## src/rtl/bcd2bin_pkg.sv

```systemverilog
// Shared types and constants for the BCD-to-binary arbiter slice.
// Holds the FSM state encoding and a decimal range helper.
package bcd2bin_pkg;

    typedef enum logic [1:0] {
        IDLE,
        CONV,
        DONE
    } state_t;

    localparam int DIGIT_W   = 4;
    localparam int DEC_BASE  = 10;
    localparam int MAX_DIGIT = 9;

    function automatic int max_val(input int digits);
        int v;
        v = 1;
        for (int i = 0; i < digits; i++) v = v * DEC_BASE;
        return v - 1;
    endfunction

endpackage

```

## src/rtl/bcd2bin_if.sv

```systemverilog
// Request/response bundle between requesters and the shared converter.
// master = requester side, slave = converter side.
interface bcd2bin_if
    import bcd2bin_pkg::*;
#(
    parameter int NREQ   = 2,
    parameter int DIGITS = 4,
    parameter int OUT_W  = 14
);

    logic [NREQ-1:0]                req_valid;
    logic [NREQ*DIGIT_W*DIGITS-1:0] req_bcd;
    logic [NREQ-1:0]                req_ready;
    logic [NREQ-1:0]                rsp_valid;
    logic [OUT_W-1:0]               rsp_bin;
    logic                           rsp_err;
    logic                           busy;

    modport master (
        output req_valid, req_bcd,
        input  req_ready, rsp_valid, rsp_bin, rsp_err, busy
    );

    modport slave (
        input  req_valid, req_bcd,
        output req_ready, rsp_valid, rsp_bin, rsp_err, busy
    );

endinterface

```

## src/rtl/bcd2bin_arbiter_rr.sv

```systemverilog
// Round-robin one-hot grant; ptr holds the last served id so that
// ptr+1 has the highest priority. Reset favours requester 0.
module rr_arbiter #(
    parameter int NREQ = 2,
    parameter int IDW  = $clog2(NREQ)
) (
    input  logic            clk,
    input  logic            rst,
    input  logic [NREQ-1:0] req,
    input  logic            upd,
    input  logic [IDW-1:0]  upd_id,
    output logic [NREQ-1:0] gnt,
    output logic [IDW-1:0]  gnt_id
);

    localparam int PW = $clog2(2 * NREQ);

    logic [IDW-1:0]    ptr;
    logic [2*NREQ-1:0] dbl;
    logic [PW-1:0]     pos;
    logic              found;

    always_ff @(posedge clk) begin
        if (rst) ptr <= IDW'(NREQ - 1);
        else if (upd) ptr <= upd_id;
    end

    // Doubled request vector turns the circular scan into a linear one.
    always_comb begin
        gnt    = '0;
        gnt_id = '0;
        found  = 1'b0;
        pos    = '0;
        dbl    = {req, req};
        for (int k = 1; k <= NREQ; k++) begin
            pos = PW'(ptr) + PW'(k);
            if (!found && dbl[pos]) begin
                found       = 1'b1;
                gnt_id      = (pos >= PW'(NREQ)) ? IDW'(pos - PW'(NREQ)) : IDW'(pos);
                gnt[gnt_id] = 1'b1;
            end
        end
    end

endmodule

```

## src/rtl/bcd2bin_arbiter.sv

```systemverilog
// Shared iterative BCD-to-binary converter, one digit per cycle, MSD first.
// BCD2BIN_CLAMP_EN: clamp bad nibbles to 9 instead of forcing rsp_bin to 0.
module bcd2bin_arbiter
    import bcd2bin_pkg::*;
#(
    parameter int NREQ   = 2,
    parameter int DIGITS = 4,
    parameter int OUT_W  = 14
) (
    input logic       clk,
    input logic       rst,
    bcd2bin_if.slave  bus
);

    localparam int IDW = $clog2(NREQ);
    localparam int CW  = (DIGITS > 1) ? $clog2(DIGITS) : 1;
    localparam int WW  = DIGIT_W * DIGITS;

    state_t               state, state_nx;
    logic [NREQ-1:0]      gnt;
    logic [IDW-1:0]       gnt_id, id;
    logic [WW-1:0]        word;
    logic [CW-1:0]        cnt;
    logic [OUT_W-1:0]     acc, acc_nx, bin_q;
    logic                 err, err_nx, err_q;
    logic [DIGIT_W-1:0]   nib, dig;
    logic                 bad, accept, last;

    rr_arbiter #(.NREQ(NREQ)) u_arb (
        .clk    (clk),
        .rst    (rst),
        .req    (bus.req_valid),
        .upd    (state == DONE),
        .upd_id (id),
        .gnt    (gnt),
        .gnt_id (gnt_id)
    );

    assign accept = (state == IDLE) && !rst && (|gnt);
    assign last   = (cnt == '0);
    assign nib    = word[cnt*DIGIT_W +: DIGIT_W];
    assign bad    = nib > DIGIT_W'(MAX_DIGIT);
`ifdef BCD2BIN_CLAMP_EN
    assign dig    = bad ? DIGIT_W'(MAX_DIGIT) : nib;
`else
    assign dig    = nib;
`endif
    assign acc_nx = (acc << 3) + (acc << 1) + OUT_W'(dig);
    assign err_nx = err | bad;

    always_ff @(posedge clk) begin
        if (rst) state <= IDLE;
        else state <= state_nx;
    end

    always_comb begin
        state_nx      = state;
        bus.req_ready = '0;
        bus.rsp_valid = '0;
        bus.busy      = 1'b0;
        unique case (state)
            IDLE: begin
                if (!rst) bus.req_ready = gnt;
                bus.busy = accept;
                if (accept) state_nx = CONV;
            end
            CONV: begin
                bus.busy = !rst;
                if (last) state_nx = DONE;
            end
            DONE: begin
                bus.busy = !rst;
                if (!rst) bus.rsp_valid[id] = 1'b1;
                state_nx = IDLE;
            end
            default: state_nx = IDLE;
        endcase
    end

    always_ff @(posedge clk) begin
        if (rst) begin
            word  <= '0;
            id    <= '0;
            cnt   <= '0;
            acc   <= '0;
            err   <= 1'b0;
            bin_q <= '0;
            err_q <= 1'b0;
        end else if (accept) begin
            word <= bus.req_bcd[gnt_id*WW +: WW];
            id   <= gnt_id;
            cnt  <= CW'(DIGITS - 1);
            acc  <= '0;
            err  <= 1'b0;
        end else if (state == CONV) begin
            acc <= acc_nx;
            err <= err_nx;
            cnt <= cnt - CW'(1);
            if (last) begin
`ifdef BCD2BIN_CLAMP_EN
                bin_q <= acc_nx;
`else
                bin_q <= err_nx ? '0 : acc_nx;
`endif
                err_q <= err_nx;
            end
        end
    end

    assign bus.rsp_bin = bin_q;
    assign bus.rsp_err = err_q;

endmodule

```

## src/flat_wrapper.sv

```systemverilog
// flat-port wrapper written by rule: the top's interface ports become plain ports
module bcd2bin_arbiter_flat import bcd2bin_pkg::*;
#(
    parameter int NREQ   = 2,
    parameter int DIGITS = 4,
    parameter int OUT_W  = 14
)
  (clk, rst, bus_req_valid, bus_req_bcd, bus_req_ready, bus_rsp_valid, bus_rsp_bin, bus_rsp_err, bus_busy);
  bcd2bin_if #(.NREQ(NREQ), .DIGITS(DIGITS), .OUT_W(OUT_W)) bus_i ();
  input logic clk;
  input logic rst;
  input wire logic [$bits(bus_i.req_valid)-1:0] bus_req_valid;
  input wire logic [$bits(bus_i.req_bcd)-1:0] bus_req_bcd;
  output wire logic [$bits(bus_i.req_ready)-1:0] bus_req_ready;
  output wire logic [$bits(bus_i.rsp_valid)-1:0] bus_rsp_valid;
  output wire logic [$bits(bus_i.rsp_bin)-1:0] bus_rsp_bin;
  output wire logic [$bits(bus_i.rsp_err)-1:0] bus_rsp_err;
  output wire logic [$bits(bus_i.busy)-1:0] bus_busy;
  assign bus_i.req_valid = bus_req_valid;
  assign bus_i.req_bcd = bus_req_bcd;
  assign bus_req_ready = bus_i.req_ready;
  assign bus_rsp_valid = bus_i.rsp_valid;
  assign bus_rsp_bin = bus_i.rsp_bin;
  assign bus_rsp_err = bus_i.rsp_err;
  assign bus_busy = bus_i.busy;
  bcd2bin_arbiter #(.NREQ(NREQ), .DIGITS(DIGITS), .OUT_W(OUT_W)) u_core (.clk(clk), .rst(rst), .bus(bus_i));
endmodule
```

## config.mk

```make
export PLATFORM = sky130hd
export DESIGN_NAME = bcd2bin_arbiter_flat
export DESIGN_NICKNAME = d
export VERILOG_FILES = /design/src/rtl/bcd2bin_pkg.sv /design/src/rtl/bcd2bin_if.sv /design/src/rtl/bcd2bin_arbiter_rr.sv /design/src/rtl/bcd2bin_arbiter.sv /design/src/flat_wrapper.sv
export SDC_FILE = /design/constraint.sdc
export NUM_CORES = 1
export LEC_CHECK = 0
export ABC_AREA = 1
export CAP_MARGIN = 40
export CORE_MARGIN = 1.5
export CORE_UTILIZATION = 53
export CTS_CLUSTER_DIAMETER = 150
export CTS_CLUSTER_SIZE = 40
export DETAILED_ROUTE_END_ITERATION = 7
export PLACE_DENSITY_LB_ADDON = 0.2
export SLEW_MARGIN = 40
export SYNTH_ARGS = -nofsm -noshare
export SYNTH_HDL_FRONTEND = slang
export SYNTH_SLANG_ARGS = --single-unit
```

## constraint.sdc

```tcl
create_clock -name clk -period 3.35 [get_ports clk]
set_clock_uncertainty 0.2 [all_clocks]
set_input_delay 0.67 -clock clk [delete_from_list [all_inputs] [get_ports clk]]
set_output_delay 0.67 -clock clk [all_outputs]
set_load 0.02 [all_outputs]
```

==> results of run 1 <==
-- cells in the final DEF (no fill, tap or decap), drive strengths merged --
cell type,n
ha,28
nand2,138
dfxtp,51
inv,43
a211oi,2
and2,1
nor3,2
o21ai,30
nand3b,1
a21boi,1
a21o,2
xnor2,3
o22ai,2
xor2,6
a31oi,16
clkbuf,5
clkinv,2
fa,2
buf,6
nand4,3
clkdlybuf4s50,55
a21oi,30
nand3,19
nor2,36
clkinvlp,1
-- per-stage QoR --
stage          hold WS, ns  util, %  setup WS (ns)  total power, uW
3_3_place_gp         0.254     66.3          0.249             2180
6_report             0.278     68.0          0.237             2560
5_1_grt              0.298     68.0          0.100             2790
4_1_cts              0.280     68.0          0.229             2580
2_1_floorplan        0.262        -          0.614             1870
3_5_place_dp         0.264     66.3          0.227             2210
-- area by class of cell --
type / instances / share of cell area (%)
clock buffers: 5 / 1.82
clock inverters: 3 / 0.661
inverters: 43 / 4.33
multi-input cells: 322 / 48.2
flip-flops and latches: 51 / 26.9
well taps: 72 / 2.38
repair buffers: 61 / 15.7
-- kinds of logic (layout without fill, tap and decap cells) --
family,after synthesis,in the layout
simple gates,200,200
compound gates,83,83
buf+inv,59,112
flops,51,51
fa+ha+maj,30,30
xor+xnor,9,9
-- worst max path at each step --
stage                     cells past startpoint                                  to                        from  slack [ns]
after global routing                         14  u_core.bus.rsp_bin[8]$_SDFFE_PP0P_  u_core.cnt[0]$_SDFFE_PP0P_        0.10
after floorplan                              16          u_core.acc[8]$_SDFFE_PP0P_  u_core.cnt[0]$_SDFFE_PP0P_        0.61
after global placement                        7                            bus_busy                         rst        0.25
after CTS                                     5                            bus_busy            bus_req_valid[0]        0.23
after detailed placement                      5                            bus_busy            bus_req_valid[0]        0.23
final                                         5                            bus_busy            bus_req_valid[0]        0.24
-- layer usage --
metal / up-vias / GRT usage [%] / routed length [um]
li1: 1512 / - / -
met1: 1294 / 24.9 / 2850
met2: 61 / 43.8 / 3480
met3: 10 / 3.77 / 221
met4: 0 / 8.07 / 134
met5: - / 0 / 0
-- power groups by stage --
stage	clock network, uW	registers, uW	logic [uW]
after global routing	400	886	1500
after detailed placement	0	881	1330
final	366	869	1330
after CTS	373	868	1340
after floorplan	0	869	1000
after global placement	0	877	1300
-- registers in the layout (all words and copies together) (netlist names) --
signal / flops
u_core.word: 16
u_core.bus.rsp_bin: 14
u_core.acc: 13
u_core.cnt: 2
u_core.state: 2
u_core.bus.rsp_err: 1
u_core.err: 1
u_core.id: 1
u_core.u_arb.ptr: 1
-- worst max-delay path: stages --
cell,delay (ns)
clkdlybuf4s50_1,0.45
a21oi_2,0.27
o21ai_4,0.11
a21oi_1,0.13
clkdlybuf4s50_1,0.61
==> summary.md, run 1 <==
| Metric | Value |
|---|---|
| Reg2reg end | u_core.bus.rsp_bin[8]$_SDFFE_PP0P_ |
| GR Util All Layers | 22.8% |
| Prevailing post-synth register cell | dfxtp_1 |
| Critical path type | in -> out |
| Area of the multi-input gates | 1820 sq um |
| Total CTS buffers | 5 |
| Dpl hpwl | 5380 um |
| Mapped Area | 3100 sq um |
| IO Port Bufs | 55 |
| Synth warn | 0 |
| Post-synthesis async set-or-reset flop share | 0% |
| Largest cells by area after synthesis | dfxtp_1 (33%), nand2_1 (15%), ha_1 (11%), inv_1 (4.7%), o21ai_0 (4.7%) |
| Worst reg2reg startpoint | u_core.cnt[0]$_SDFFE_PP0P_ |
| Worst-Margin Slew | 0.637 ns |
| Initial DRC count | 157 |
| Worst setup EP type | output port |
| Worst-path maximum fanout | 6 |
| Seq pwr share | 33.9% |
| Leak | 0.00177 uW |
| Switching power of the nets | 1140 uW |
| Critical Path RT | 2.48 ns |
| Synth area leader | dfxtp_1 |
| Pwr/cell area | 676 nW/um^2 |
| Final worst-path cycle share | 92.9% |
| Cells after DPL | 549 |
| Syn_area_per_cell | 7.18 sq um |
| Clock sink count | 51 |
| Hold crit path type | reg -> reg |
| Peak Freq | 321 MHz |
| Flops & latches, synth | 51 |
| Post-DR wirelength/cell | 12.0 um |
| GPL Wtd Cong | 0.811 |
| FP Rows | 27 |
| Fin nets | 550 |
| Htree depth | 2 |
| Most common cell in the netlist | nand2_1 |
| Compound-Gate Fraction of Synth Area | 16.2% |
| Mapped Cells | 432 |
| Worst Hold End | u_core.bus.rsp_bin[11]$_SDFFE_PP0P_ |
| Share of layout cells above drive strength 1 | 9.69% |
| Drt first pass iters | 4 |
| Setup Buffers After CTS | 0 |
| Total internal power | 1420 uW |
| Initial Utilization | 55.6% |
| Via/cell ratio | 5.17 |
| Register clock-pin slew on the reported worst setup and hold paths | 0.10 ns |
| Vias in the first global route | 2854 |
| Worst vdd ir | 0.356 mV |
| Synthesis-to-finish area growth | 22.1% |
| Fin Setup TNS | 0 ns |
| Hold Path Stages | 2 |
| Routed vias | 2877 |
| Synth cell count leaders | nand2_1 (123), dfxtp_1 (51), inv_1 (39), nor2_1 (35), o21ai_0 (29) |
| Area share of the largest cell type after synthesis | 32.9% |
| Xor/xnor share of the synthesized area | 2.54% |
| R2R cell count | 14 |
| Mux share of post-synthesis cell area | 0% |
| Post-route antenna net violation count | 0 |
| Pin count of the biggest net entering global routing | 33 |
| Non-Filler Instances | 557 |
| FF/Latch Area | 1020 sq um |
| Die span in y | 79.5 um |
| Cell variety after synth | 33 |
| Final min period | 3.11 ns |
| Main combinational cell family by area after synthesis | simple AND/OR/NAND/NOR gates |
| Worst Hold Launch | u_core.bus.rsp_bin[11]$_SDFFE_PP0P_ |
| Placeable Area | 5570 sq um |
| Die Footprint | 6320 sq um |
| Clk pwr share | 14.3% |
| Cts hold-fix bufs | 0 |
| N_diodes | 0 |
| Synth Area in Adders | 12.6% |
| Fillers | 493 |
| CTS tree | done |
| Status | completed |
| Startpoint types | input pin |
| CTS root buf | clkbuf_8 |
| Die Wd | 79.5 um |
| Later-pin clock latency in the skew report | 0.31 ns |
| RSZ-0062 raised after global routing | false |
| Final instance area | 3790 sq um |
| DRT Wirelength | 6690 um |
| I/O pin total | 56 |
| R2R Setup Slk | 0.31 ns |
| Final Hold Fails | 0 |
| Slew Limit Fails | 0 |
| Max-slew headroom | 57.4% |
| Post-cts gate resize count | 0 |
| Clock Tree Buf Depth | 2 |
| Post-route DRC | 0 |
| Setup violators final | 0 |
| Switching share of total power | 44.7% |
| EDFF count, synth | 0 |
| Logic pwr share | 51.8% |
| WP data arrival | 2.24 ns |
| Maxcap violations | 0 |
| Syn Nets | 498 |
| Sequential area share after synthesis | 32.9% |
| Area after DPL | 3690 sq um |
| Initial antenna violation count | 0 |
| Post-synthesis simple-gate area fraction | 27.5% |
| First-pass GRT wire length | 11700 um |
| Gr ovfl total | 0 |
Power figures use the tool's default switching activity.
==> run 2, diff against run 1 <==
Settings changed: CORE_ASPECT_RATIO from default to 1.25.
==> summary.md, run 2 (synthesis gave the netlist of run 1 again) <==
| Metric | Value |
|---|---|
| M1 wire length | 2710 um (was 2850 um) |
| Maxcap violations | 0 (unchanged) |
| Share of layout cells above drive strength 1 | 9.88% (was 9.69%) |
| Critical Path RT | 2.48 ns (about the same) |
| N_diodes | 0 (unchanged) |
| Fillers | 489 (was 493) |
| Die Footprint | 6320 sq um (about the same) |
| Initial DRC count | 165 (was 157) |
| Number of flip-flops in the largest register | 16 (unchanged) |
| Non-Filler Instances | 550 (was 557) |
| Max-slew headroom | 56.7% (was 57.4%) |
| WP data arrival | 2.25 ns (was 2.24 ns) |
| Clock sink count | 51 (unchanged) |
| Final min period | 3.12 ns (was 3.11 ns) |
| Setup Buffers After CTS | 0 (unchanged) |
| Leading cell type in the layout, fill and taps excluded | nand2_1 (unchanged) |
| Fin Setup TNS | 0 ns (unchanged) |
| Routed vias | 2855 (was 2877) |
| Die Wd | 71.4 um (was 79.5 um) |
| CTS tree | done (unchanged) |
| CTS root buf | clkbuf_8 (unchanged) |
| Worst vdd ir | 0.372 mV (was 0.356 mV) |
| Worst-path maximum fanout | 4 (was 6) |
| Slew Limit Fails | 0 (unchanged) |
| Top sig layer | met4 (unchanged) |
| Clock Tree Buf Depth | 2 (unchanged) |
| Peak Freq | 320 MHz (was 321 MHz) |
| Vias in the first global route | 2740 (was 2854) |
| Status | finished, violations left (was completed) |
| Largest Register | u_core.word (unchanged) |
| Placeable Area | 5560 sq um (was 5570 sq um) |
| First-pass GRT wire length | 11600 um (was 11700 um) |
| Most frequent cells in the layout | nand2_1 (123), clkdlybuf4s50_1 (55), dfxtp_1 (51), inv_1 (39), nor2_1 (35) (unchanged) |
| Cts hold-fix bufs | 0 (unchanged) |
| Cells after DPL | 542 (was 549) |
| Synthesis-to-finish area growth | 22.1% (unchanged) |
| Hold crit path type | reg -> reg (unchanged) |
| Post-route antenna net violation count | 0 (unchanged) |
| Register clock-pin slew on the reported worst setup and hold paths | 0.11 ns (was 0.10 ns) |
| IO Port Bufs | 55 (unchanged) |
| Setup ws final | 0.228 ns (was 0.237 ns) |
| RSZ-0062 raised after global routing | false (unchanged) |
| Post-cts gate resize count | 0 (unchanged) |
| Leak | 0.00178 uW (was 0.00177 uW) |
| Post-DR wirelength/cell | 12.1 um (was 12.0 um) |
| FP Rows | 30 (was 27) |
| Die span in y | 88.5 um (was 79.5 um) |
| Setup violators final | 0 (unchanged) |
| Htree depth | 2 (unchanged) |
| Failing checks | DRC |
| I/O pin total | 56 (unchanged) |
| Pre-CTS setup slack | 0.230 ns (was 0.227 ns) |
| Total CTS buffers | 5 (unchanged) |
| Pwr/cell area | 683 nW/um^2 (was 676 nW/um^2) |
| Post-route DRC | 1 (was 0) |
| Fin nets | 551 (was 550) |
| Final Hold Fails | 0 (unchanged) |
| Final instance area | 3790 sq um (unchanged) |
| Final core utilization | 68.2% (was 68.0%) |
| Gr ovfl total | 0 (unchanged) |
| Worst setup EP type | output port (unchanged) |
| Later-pin clock latency in the skew report | 0.31 ns (about the same) |
| WL met2 | 3520 um (was 3480 um) |
| Startpoint types | input pin (unchanged) |
| Initial Utilization | 55.8% (was 55.6%) |
| Drt first pass iters | 6 (was 4) |
| Dpl hpwl | 5250 um (was 5380 um) |
| Worst-Margin Slew | 0.648 ns (was 0.637 ns) |
| GR Util All Layers | 22.9% (was 22.8%) |
| DRT Wirelength | 6630 um (was 6690 um) |
| Met3 wire len | 196 um (was 221 um) |
| Pin count of the biggest net entering global routing | 33 (unchanged) |
| Critical path type | in -> out (unchanged) |
| Final worst-path cycle share | 93.2% (was 92.9%) |
| Area after DPL | 3690 sq um (about the same) |
| Via/cell ratio | 5.19 (was 5.17) |
| GPL Wtd Cong | 0.897 (was 0.811) |
| Initial antenna violation count | 0 (unchanged) |
run 2: through the flow:
step | hold WS, ns | total power [uW]
after floorplan | 0.262 | 1870
after global placement | 0.254 | 2190
after detailed placement | 0.256 | 2220
after CTS | 0.271 | 2590
after global routing | 0.293 | 2820
final | 0.272 | 2590
run 2: path summary, 6_finish.rpt:
path                                                          start                             endpoint  slack, ns  depth (start not counted)
worst max-delay path                                            rst                             bus_busy       0.23                          7
worst min-delay path            u_core.bus.rsp_bin[11]$_SDFFE_PP0P_  u_core.bus.rsp_bin[11]$_SDFFE_PP0P_       0.27                          2
worst max register to register           u_core.cnt[0]$_SDFFE_PP0P_           u_core.acc[8]$_SDFFE_PP0P_       0.34                         14
worst min register to register  u_core.bus.rsp_bin[11]$_SDFFE_PP0P_  u_core.bus.rsp_bin[11]$_SDFFE_PP0P_       0.27                          2
run 2: worst max-delay path, cell delays in order:
cell	delay [ns]
clkdlybuf4s50_1	0.47
inv_2	0.11
nand2_2	0.08
inv_1	0.09
o21ai_4	0.06
a21oi_1	0.14
clkdlybuf4s50_1	0.62
run 2: layout make-up:
class	instances	area [sq um]	area share (%)
clock buffer	5	68.8	1.82
clock inverter	3	27.5	0.727
inverter	43	164	4.33
multi-input combinational	322	1820	48.2
sequential	51	1020	26.9
tap	64	80.1	2.11
timing repair buffer	62	603	15.9
run 2: where the power goes:
part | total [uW] | internal (uW) | switching [uW]
Clock | 377 | 154 | 223
Combinational | 1340 | 518 | 825
Sequential | 869 | 753 | 116
run 2: routing by layer:
| metal | global-route usage, % | vias up |
|---|---|---|
| li1 | - | 1511 |
| met1 | 24.4 | 1267 |
| met2 | 43.8 | 61 |
| met3 | 3.99 | 16 |
| met4 | 9.97 | 0 |
| met5 | 0 | - |
